`config.mk`:
```
export PLATFORM = sky130hd
export DESIGN_NAME = spi_master_param_flat
export DESIGN_NICKNAME = d
export VERILOG_FILES = /design/src/rtl/spi_pkg.sv /design/src/rtl/spi_master_param_if.sv /design/src/rtl/spi_clk_gen.sv /design/src/rtl/spi_master_param.sv /design/src/flat_wrapper.sv
export SDC_FILE = /design/constraint.sdc
export NUM_CORES = 1
export LEC_CHECK = 0
export CAP_MARGIN = 20
export CORE_MARGIN = 3
export CORE_UTILIZATION = 58
export DETAILED_ROUTE_END_ITERATION = 10
export PLACE_DENSITY_LB_ADDON = 0.12
export REMOVE_ABC_BUFFERS = 1
export SLEW_MARGIN = 10
export SYNTH_ARGS = -nofsm -noshare
export SYNTH_HDL_FRONTEND = slang
export SYNTH_SLANG_ARGS = --single-unit
```
`constraint.sdc`:
```
create_clock -name clk -period 5.8 [get_ports clk]
set_input_delay 0.58 -clock clk [delete_from_list [all_inputs] [get_ports clk]]
set_output_delay 0.58 -clock clk [all_outputs]
set_load 0.01 [all_outputs]
```
`src/rtl/spi_pkg.sv`:
```
// Shared types and sizing helpers for the parametrised SPI master.
package spi_pkg;

  typedef enum logic [1:0] {
    IDLE,
    SETUP,
    XFER,
    HOLD
  } spi_state_e;

  // Wide enough for the largest supported chip-select count; sliced per instance.
  localparam int CS_MAX = 8;
  localparam logic [CS_MAX-1:0] CS_IDLE = '1;

  // Bits needed to hold 0..n-1, never less than one.
  function automatic int cnt_w(input int n);
    return (n > 1) ? $clog2(n) : 1;
  endfunction

endpackage

```
`src/rtl/spi_master_param_if.sv`:
```
// Control-side handshake bundle between the requesting logic and the SPI master.
interface spi_master_param_if
  import spi_pkg::*;
#(
  parameter int DATA_W = 8,
  parameter int N_CS   = 1
) ();

  localparam int CS_W = cnt_w(N_CS);

  logic              start;
  logic              cpol;
  logic              cpha;
  logic [CS_W-1:0]   cs_sel;
  logic [DATA_W-1:0] tx_data;
  logic [DATA_W-1:0] rx_data;
  logic              busy;
  logic              done;

  modport master (
    output start, cpol, cpha, cs_sel, tx_data,
    input  rx_data, busy, done
  );

  modport slave (
    input  start, cpol, cpha, cs_sel, tx_data,
    output rx_data, busy, done
  );

endinterface

```
`src/rtl/spi_clk_gen.sv`:
```
// Half-period divider: tick marks every CLK_DIV-th cycle while enabled; lead/trail strobes during XFER.
module spi_clk_gen
  import spi_pkg::*;
#(
  parameter int CLK_DIV = 50
) (
  input  logic clk,
  input  logic rst_n,
  input  logic en,
  input  logic xfer,
  output logic tick,
  output logic lead_edge,
  output logic trail_edge
);

  localparam int DIV_W = cnt_w(CLK_DIV);

  logic [DIV_W-1:0] div_q, div_d;
  logic             ph_q, ph_d;

  assign tick       = en && (div_q == DIV_W'(CLK_DIV - 1));
  assign lead_edge  = tick && xfer && !ph_q;
  assign trail_edge = tick && xfer && ph_q;

  always_comb begin
    div_d = div_q + DIV_W'(1);
    if (!en || tick) div_d = '0;
    // Phase restarts at leading for every frame because it is held low outside XFER.
    ph_d = 1'b0;
    if (xfer) ph_d = ph_q ^ tick;
  end

  always_ff @(posedge clk or negedge rst_n) begin
    if (!rst_n) begin
      div_q <= '0;
      ph_q  <= 1'b0;
    end else begin
      div_q <= div_d;
      ph_q  <= ph_d;
    end
  end

endmodule

```
`src/rtl/spi_master_param.sv`:
```
// Parametrised SPI master (word width, divider, runtime CPOL/CPHA, N chip selects).
// Optional SPI_LSB_FIRST_EN adds a lsb_first input selecting bit order per transfer.
module spi_master_param
  import spi_pkg::*;
#(
  parameter int DATA_W  = 8,
  parameter int N_CS    = 1,
  parameter int CLK_DIV = 50
) (
  input  logic                clk,
  input  logic                rst_n,
  spi_master_param_if.slave   ctl,
`ifdef SPI_LSB_FIRST_EN
  input  logic                lsb_first,
`endif
  input  logic                miso,
  output logic                sclk,
  output logic                mosi,
  output logic [N_CS-1:0]     cs_n
);

  localparam int BIT_W = cnt_w(DATA_W);
  localparam logic [N_CS-1:0] CS_ALL = CS_IDLE[N_CS-1:0];

  spi_state_e        state_q, state_d;
  logic              sclk_q, sclk_d;
  logic              mosi_q, mosi_d;
  logic [N_CS-1:0]   cs_n_q, cs_n_d;
  logic [DATA_W-1:0] rx_data_q, rx_data_d;
  logic              busy_q, busy_d;
  logic              done_q, done_d;
  logic              cpol_q, cpol_d;
  logic              cpha_q, cpha_d;
  logic              lsb_q, lsb_d;
  logic [BIT_W-1:0]  bit_cnt_q, bit_cnt_d;
  logic [DATA_W-1:0] tx_sr_q, tx_sr_d;
  logic [DATA_W-1:0] rx_sr_q, rx_sr_d;

  logic lsb_in, accept, tick, lead_edge, trail_edge, drive, sample;

`ifdef SPI_LSB_FIRST_EN
  assign lsb_in = lsb_first;
`else
  assign lsb_in = 1'b0;
`endif

  function automatic logic first_bit(input logic [DATA_W-1:0] w, input logic lsb);
    return lsb ? w[0] : w[DATA_W-1];
  endfunction

  function automatic logic [DATA_W-1:0] shift_out(input logic [DATA_W-1:0] w, input logic lsb);
    return lsb ? (w >> 1) : (w << 1);
  endfunction

  function automatic logic [DATA_W-1:0] shift_in(input logic [DATA_W-1:0] w, input logic b,
                                                 input logic lsb);
    return lsb ? {b, w[DATA_W-1:1]} : {w[DATA_W-2:0], b};
  endfunction

  // The done cycle itself never accepts, so back-to-back frames are separated by one idle cycle.
  assign accept = (state_q == IDLE) && !done_q && ctl.start && (32'(ctl.cs_sel) < N_CS);
  assign drive  = cpha_q ? lead_edge : trail_edge;
  assign sample = cpha_q ? trail_edge : lead_edge;

  spi_clk_gen #(.CLK_DIV(CLK_DIV)) u_clk_gen (
    .clk        (clk),
    .rst_n      (rst_n),
    .en         (state_q != IDLE),
    .xfer       (state_q == XFER),
    .tick       (tick),
    .lead_edge  (lead_edge),
    .trail_edge (trail_edge)
  );

  always_comb begin
    state_d   = state_q;
    sclk_d    = sclk_q;
    mosi_d    = mosi_q;
    cs_n_d    = cs_n_q;
    rx_data_d = rx_data_q;
    busy_d    = busy_q;
    done_d    = 1'b0;
    cpol_d    = cpol_q;
    cpha_d    = cpha_q;
    lsb_d     = lsb_q;
    bit_cnt_d = bit_cnt_q;
    unique case (state_q)
      IDLE: begin
        sclk_d = cpol_q;
        if (accept) begin
          state_d   = SETUP;
          busy_d    = 1'b1;
          cpol_d    = ctl.cpol;
          cpha_d    = ctl.cpha;
          lsb_d     = lsb_in;
          sclk_d    = ctl.cpol;
          bit_cnt_d = '0;
          cs_n_d    = CS_ALL & ~(N_CS'(1) << ctl.cs_sel);
          // CPHA=0 slaves sample on the first edge, so the first bit must be valid already.
          if (!ctl.cpha) mosi_d = first_bit(ctl.tx_data, lsb_in);
        end
      end
      SETUP: if (tick) state_d = XFER;
      XFER: begin
        if (lead_edge || trail_edge) sclk_d = ~sclk_q;
        if (drive) mosi_d = first_bit(tx_sr_q, lsb_q);
        if (trail_edge) begin
          bit_cnt_d = bit_cnt_q + BIT_W'(1);
          if (bit_cnt_q == BIT_W'(DATA_W - 1)) state_d = HOLD;
        end
      end
      HOLD: begin
        if (tick) begin
          state_d   = IDLE;
          cs_n_d    = CS_ALL;
          rx_data_d = rx_sr_q;
          done_d    = 1'b1;
          busy_d    = 1'b0;
        end
      end
      default: state_d = IDLE;
    endcase
  end

  always_comb begin
    tx_sr_d = tx_sr_q;
    rx_sr_d = rx_sr_q;
    if (accept) tx_sr_d = ctl.cpha ? ctl.tx_data : shift_out(ctl.tx_data, lsb_in);
    else if (drive) tx_sr_d = shift_out(tx_sr_q, lsb_q);
    if (sample) rx_sr_d = shift_in(rx_sr_q, miso, lsb_q);
  end

  always_ff @(posedge clk or negedge rst_n) begin
    if (!rst_n) begin
      state_q   <= IDLE;
      sclk_q    <= 1'b0;
      mosi_q    <= 1'b0;
      cs_n_q    <= CS_ALL;
      rx_data_q <= '0;
      busy_q    <= 1'b0;
      done_q    <= 1'b0;
      cpol_q    <= 1'b0;
      cpha_q    <= 1'b0;
      lsb_q     <= 1'b0;
      bit_cnt_q <= '0;
    end else begin
      state_q   <= state_d;
      sclk_q    <= sclk_d;
      mosi_q    <= mosi_d;
      cs_n_q    <= cs_n_d;
      rx_data_q <= rx_data_d;
      busy_q    <= busy_d;
      done_q    <= done_d;
      cpol_q    <= cpol_d;
      cpha_q    <= cpha_d;
      lsb_q     <= lsb_d;
      bit_cnt_q <= bit_cnt_d;
    end
  end

  // Shift registers are fully rewritten every frame, so they carry no reset.
  always_ff @(posedge clk) begin
    tx_sr_q <= tx_sr_d;
    rx_sr_q <= rx_sr_d;
  end

  assign sclk        = sclk_q;
  assign mosi        = mosi_q;
  assign cs_n        = cs_n_q;
  assign ctl.rx_data = rx_data_q;
  assign ctl.busy    = busy_q;
  assign ctl.done    = done_q;

endmodule

```
`src/flat_wrapper.sv`:
```
// flat-port wrapper written by rule: the top's interface ports become plain ports
module spi_master_param_flat import spi_pkg::*;
#(
  parameter int DATA_W  = 8,
  parameter int N_CS    = 1,
  parameter int CLK_DIV = 50
)
  (clk, rst_n, miso, sclk, mosi, cs_n, ctl_start, ctl_cpol, ctl_cpha, ctl_cs_sel, ctl_tx_data, ctl_rx_data, ctl_busy, ctl_done);
  spi_master_param_if #(.DATA_W(DATA_W), .N_CS(N_CS)) ctl_i ();
  input  logic clk;
  input  logic rst_n;
  input  logic miso;
  output logic sclk;
  output logic mosi;
  output logic [N_CS-1:0] cs_n;
  input wire logic [$bits(ctl_i.start)-1:0] ctl_start;
  input wire logic [$bits(ctl_i.cpol)-1:0] ctl_cpol;
  input wire logic [$bits(ctl_i.cpha)-1:0] ctl_cpha;
  input wire logic [$bits(ctl_i.cs_sel)-1:0] ctl_cs_sel;
  input wire logic [$bits(ctl_i.tx_data)-1:0] ctl_tx_data;
  output wire logic [$bits(ctl_i.rx_data)-1:0] ctl_rx_data;
  output wire logic [$bits(ctl_i.busy)-1:0] ctl_busy;
  output wire logic [$bits(ctl_i.done)-1:0] ctl_done;
  assign ctl_i.start = ctl_start;
  assign ctl_i.cpol = ctl_cpol;
  assign ctl_i.cpha = ctl_cpha;
  assign ctl_i.cs_sel = ctl_cs_sel;
  assign ctl_i.tx_data = ctl_tx_data;
  assign ctl_rx_data = ctl_i.rx_data;
  assign ctl_busy = ctl_i.busy;
  assign ctl_done = ctl_i.done;
  spi_master_param #(.DATA_W(DATA_W), .N_CS(N_CS), .CLK_DIV(CLK_DIV)) u_core (.clk(clk), .rst_n(rst_n), .ctl(ctl_i), .miso(miso), .sclk(sclk), .mosi(mosi), .cs_n(cs_n));
endmodule
```
Word-level counts from Yosys, hierarchy flattened

Index checks and enable logic that the tools add are counted.

Shifts and indexed selects: 1
Reduce and logical (&&, ||, !) cells: 24
Eq/ne operators: 13
Bitwise gates (word level): 3
$lt $le $gt $ge: 1
Add/subtract/negate cells: 2
Multiplexer cells: 31

Operator list:

| cell                  | number |
|---|---|
| $mux W8               | 3 |
| $mux W1               | 14 |
| $mux W2               | 5 |
| $ne A2 B1 Y1 const B  | 5 |
| $pmux W1 S2           | 4 |
| $pmux W2 S4           | 1 |
| $reduce_bool A2 Y1    | 4 |
| $logic_and A1 B1 Y1   | 7 |
| $add A6 B1 Y6 const B | 1 |
| $eq A6 B6 Y1 const B  | 1 |
| $mux W3               | 2 |
| $mux W6               | 1 |
| $ne A2 B2 Y1 const B  | 3 |
| $pmux W3 S2           | 1 |
| $reduce_and A2 Y1     | 3 |
| $reduce_and A3 Y1     | 2 |
| $reduce_and A5 Y1     | 1 |
| $eq A2 B2 Y1 const B  | 2 |
| $reduce_and A4 Y1     | 1 |
| $add A3 B1 Y3 const B | 1 |
| $eq A3 B3 Y1 const B  | 1 |
| $logic_not A1 Y1      | 3 |
| $eq A2 B1 Y1 const B  | 1 |
| $logic_not A2 Y1      | 1 |
| 5 further kinds       | 7 |

Logic and storage cells: 89
Output and inout bits: 13
Register bits after elaboration: 43

Longest topological paths before layout

Depth in word-level cells: 7
Gate-level depth with buffers: 7
Depth with buffers taken out: 6

Modules after synthesis

From an unflattened synthesis, not the netlist that was laid out.

Cells, all modules: 173
Area, all modules: 2,128.3 sq um

By module, submodules not included:

| module           | times used | area each (sq um) | cells an instance |
|---|---|---|---|
| spi_master_param | 1          | 1,773.0           | 141 |
| spi_clk_gen      | 1          | 355.3             | 32 |

Worst setup path before layout

OpenSTA, ideal clock, no wires.

Path kind: reg2reg
Start point: register u_core.state_q[0]
End point: register u_core.tx_sr_q[0] (enable)
Data arrival time: 1,692 ps
Library setup time: 384 ps
Stages on the path, launching flop included: 6
Data required time: 5,416 ps
Setup slack: 3,724 ps
Cell sequence: dfrtp_1 inv_1 ha_1 inv_1 nand3_1 o21ai_0

Word-level cells in the longest chain between the ends: 6

Ends and longest elaborated chain:

| what                                   | line                                 | source |
|---|---|---|
| start: declaration                     | spi_master_param.sv:25               | `spi_state_e state_q, state_d;` |
| start signal: assignment               | spi_master_param.sv:147              | `state_q <= state_d;` |
| $reduce_bool A2 Y1                     | spi_master_param.sv:68               | `.en (state_q != IDLE),` |
| $logic_and A1 B1 Y1                    | spi_clk_gen.sv:21                    | `assign tick = en && (div_q == DIV_W'(CLK_DIV - 1));` |
| $logic_and A1 B1 Y1                    | spi_clk_gen.sv:22, spi_clk_gen.sv:23 |  |
| $logic_and A1 B1 Y1 (on tied branches) | spi_clk_gen.sv:23, spi_clk_gen.sv:22 |  |
| $mux W1                                | spi_master_param.sv:62               | `assign drive = cpha_q ? lead_edge : trail_edge;` |
| $reduce_bool A2 Y1 (no line) *         | --                                   |  |
| end signal: assignment                 | spi_master_param.sv:163              | `tx_sr_q <= tx_sr_d;` |
| end: declaration                       | spi_master_param.sv:36               | `logic [DATA_W-1:0] tx_sr_q, tx_sr_d;` |

Mark *: on every way between the ends. The rest lies on a longest branch, timed or not.
A chain may end at the register's enable or synchronous reset.

Worst setup path in the final report

Start point: register u_core.state_q[0]
End point: register u_core.tx_sr_q[1] (enable)

Same word-level chain as after synthesis.

==> results.cfg <==
[yosys]
avgSynthCellArea_sq_um = 12.4
synth.cell_area_sq_um = 2000
ys_seq_elements = 43
netlist_instances = 161
synthDistinctLibCells = 35
async_reset_ff_frac = 0.628
ys_warn_count = 0
ys_seq_area_frac = 0.577
synth_flop_cell = dfrtp_1
synth_edf_count = 16

[power_and_ir_drop]
sequentialPowerShare = 0.489
leakagePower_uw = 0.00101
vdd_ir_drop_max_mv = 0.263
swShare = 0.345
pwr-share-clk = 0.167
comb_power_share = 0.344
p_int_uw = 552
p_per_area_nw_per_um2 = 354
p_sw_uw = 291

[global_route]
antenna_found_initial = 0
grt_max_degree = 28
grt_usage = 0.203
grt_overflow = 0
grt_pass1_vias = 1423
grt_pass1_wl_mm = 6.47

[place]
io_buffers = 27
dpl_cell_area_sq_um = 2320
place.gp.congestion = 0.843
dp_hpwl_mm = 2.71

[layout]
fillers = 223
syn_to_final_growth_pct = 18.7
layout-drive-gt1-share = 0.139
layout.nets = 217
mostFrequentLayoutCell = clkdlybuf4s50_1
final_area_sq_um = 2380
final_util = 0.748
mostFrequentLayoutCells = clkdlybuf4s50_1 (27), dfrtp_1 (26), nor2_1 (17)
antenna_cells = 0

[critical_path]
path_max_fanout = 8
cp.required_ns = 5.79
crit_chain = inv_1 > ha_1 > inv_1 > nand3_1 > o21ai_0
cpMostUsedCell = inv_1
worstPathArrival_ns = 2.52
path_class = register to register
start_kind = register
regToRegSetupSlack_ns = 3.27
critPathMaxStageDelay_ns = 0.90
end_kind = register
slowest_stage = o21ai_0

[timing]
finalCritPeriodShare = 0.436
period_minus_slack_ns = 2.53
setup_viol = 0
grt_setup_unrepaired = no
drv_slew = 0
fmax_mhz = 395
setup_tns_ns = 0
worst_pin_slew_ns = 1.03
hold_viol = 0
skew_ns = 0.00661
slew_headroom = 0.303

[routing]
wl_per_cell_um = 15.4
vias = 1317
drt_wl_total_mm = 3.66
drc_errors = 0
viasPerCell = 5.53
first_iter_violations = 67
ant_nets = 0
drtPass1Iterations = 4

[floorplan]
initial_core_util = 0.631
num_rows = 20
die_w_um = 64.8
core_area_sq_um = 3180
dieArea_sq_um = 4200
ios = 28
die_h_um = 64.8

[cts]
postCtsSetupBuffers = 0
clkLatencyLatePin_ns = 0.36
numCtsBuffers = 5
clk_pin_slew_ns = 0.12
cts_tree = yes
cts_root_buf = clkbuf_4
ctsResizeCount = 0
cts_sinks = 43
h-tree-depth = 2
cts_max_path_buffers = 2
cts_hold_buf = 0

[run_status]
status = completed

[run]
cap_viol_max_count = 0

[min_path]
min_path_type = register to register
==> worst max-delay path: cells and delay by family, from the launching register on <==
kind / cells / cell delay [ns]
AOI/OAI and AO/OA: 1 / 0.90
buffers and inverters: 2 / 0.27
DFF: 1 / 0.42
adders and majority gates: 1 / 0.30
and+or+nand+nor: 1 / 0.27
==> cells by family after synthesis <==
kind of cell	count (synthesis)	synth area share
flip-flops	43	0.577
multiplexers	21	0.112
XOR/XNOR	8	0.0350
AO/OA/AOI/OAI	24	0.0730
adder cells (fa/ha/maj)	9	0.0562
buffers and inverters	11	0.0218
AND/OR/NAND/NOR	45	0.124
==> cell type report <==
class	instances	area, sq um	area share
Clock buffer	6	41.3	0.0174
Clock inverter	2	12.5	0.00526
Inverter	7	26.3	0.0110
Multi-Input combinational cell	107	803	0.338
Sequential cell	43	1160	0.487
Tap cell	44	55.1	0.0231
Timing Repair Buffer	29	283	0.119
==> registers in the layout, indices dropped and copies added, names as in the netlist, 2 cells and up <==
| name | count |
|---|---|
| u_core.bit_cnt_q | 3 |
| u_core.state_q | 2 |
| u_core.u_clk_gen.div_q | 6 |
| u_core.ctl.rx_data | 8 |
| u_core.tx_sr_q | 8 |
| u_core.rx_sr_q | 8 |
==> through the flow <==
step                instances  setup WS, ns  total power [uW]  hold slack (ns)
finish                    238          3.27               843            0.463
global route              238          3.13               906            0.488
floorplan                 157          3.70               613            0.284
global placement          229          3.40               682            0.426
CTS                       237          3.22               849            0.466
detailed placement        229          3.23               709            0.437
==> path summary, 6_finish.rpt <==
| check | startpoint | to | depth (start not counted) |
|---|---|---|---|
| max in group asynchronous | rst_n | u_core.cs_n$_DFFE_PN1P_ | 2 |
| min in group asynchronous | rst_n | u_core.cpha_q$_DFFE_PN0P_ | 2 |
| worst min-delay path | u_core.rx_sr_q[4]$_DFFE_PP_ | u_core.rx_sr_q[5]$_DFFE_PP_ | 0 |
| worst max register to register | u_core.state_q[0]$_DFFE_PN0P_ | u_core.tx_sr_q[1]$_DFFE_PP_ | 5 |
| worst min register to register | u_core.rx_sr_q[4]$_DFFE_PP_ | u_core.rx_sr_q[5]$_DFFE_PP_ | 0 |
| worst max-delay path | u_core.state_q[0]$_DFFE_PN0P_ | u_core.tx_sr_q[1]$_DFFE_PP_ | 5 |
==> routing by layer <==
layer | vias up | global-route usage | routed length (um)
li1 | 641 | - | -
met1 | 636 | 0.251 | 1630
met2 | 32 | 0.335 | 1780
met3 | 8 | 0.0537 | 187
met4 | 0 | 0.0897 | 67
met5 | - | 0 | 0
==> Yosys cell counts, types with 2 or more instances <==
| cell | number | area share |
|---|---|---|
| edfxtp_1 | 16 | 0.24 |
| nor2_1 | 17 | 0.032 |
| a21oi_1 | 8 | 0.020 |
| nand3_1 | 4 | 0.010 |
| buf_1 | 2 | 0.0037 |
| mux2i_1 | 9 | 0.045 |
| nand2_1 | 10 | 0.019 |
| mux2_2 | 11 | 0.062 |
| o22ai_1 | 4 | 0.012 |
| and3_1 | 2 | 0.0062 |
| xor2_1 | 4 | 0.017 |
| ha_1 | 9 | 0.056 |
| and4bb_2 | 2 | 0.012 |
| nor3_1 | 3 | 0.0075 |
| dfrtp_1 | 26 | 0.32 |
| buf_2 | 2 | 0.0050 |
| xnor2_1 | 4 | 0.017 |
| inv_1 | 6 | 0.011 |
| o21ai_0 | 6 | 0.015 |
==> power by group through the flow <==
stage	sequential (uW)	combinational [uW]	clock [uW]
floorplan	413	199	0
global placement	414	269	0
detailed placement	419	291	0
CTS	412	292	145
global route	421	328	157
finish	413	290	140
(Power assumes the default switching activity.)
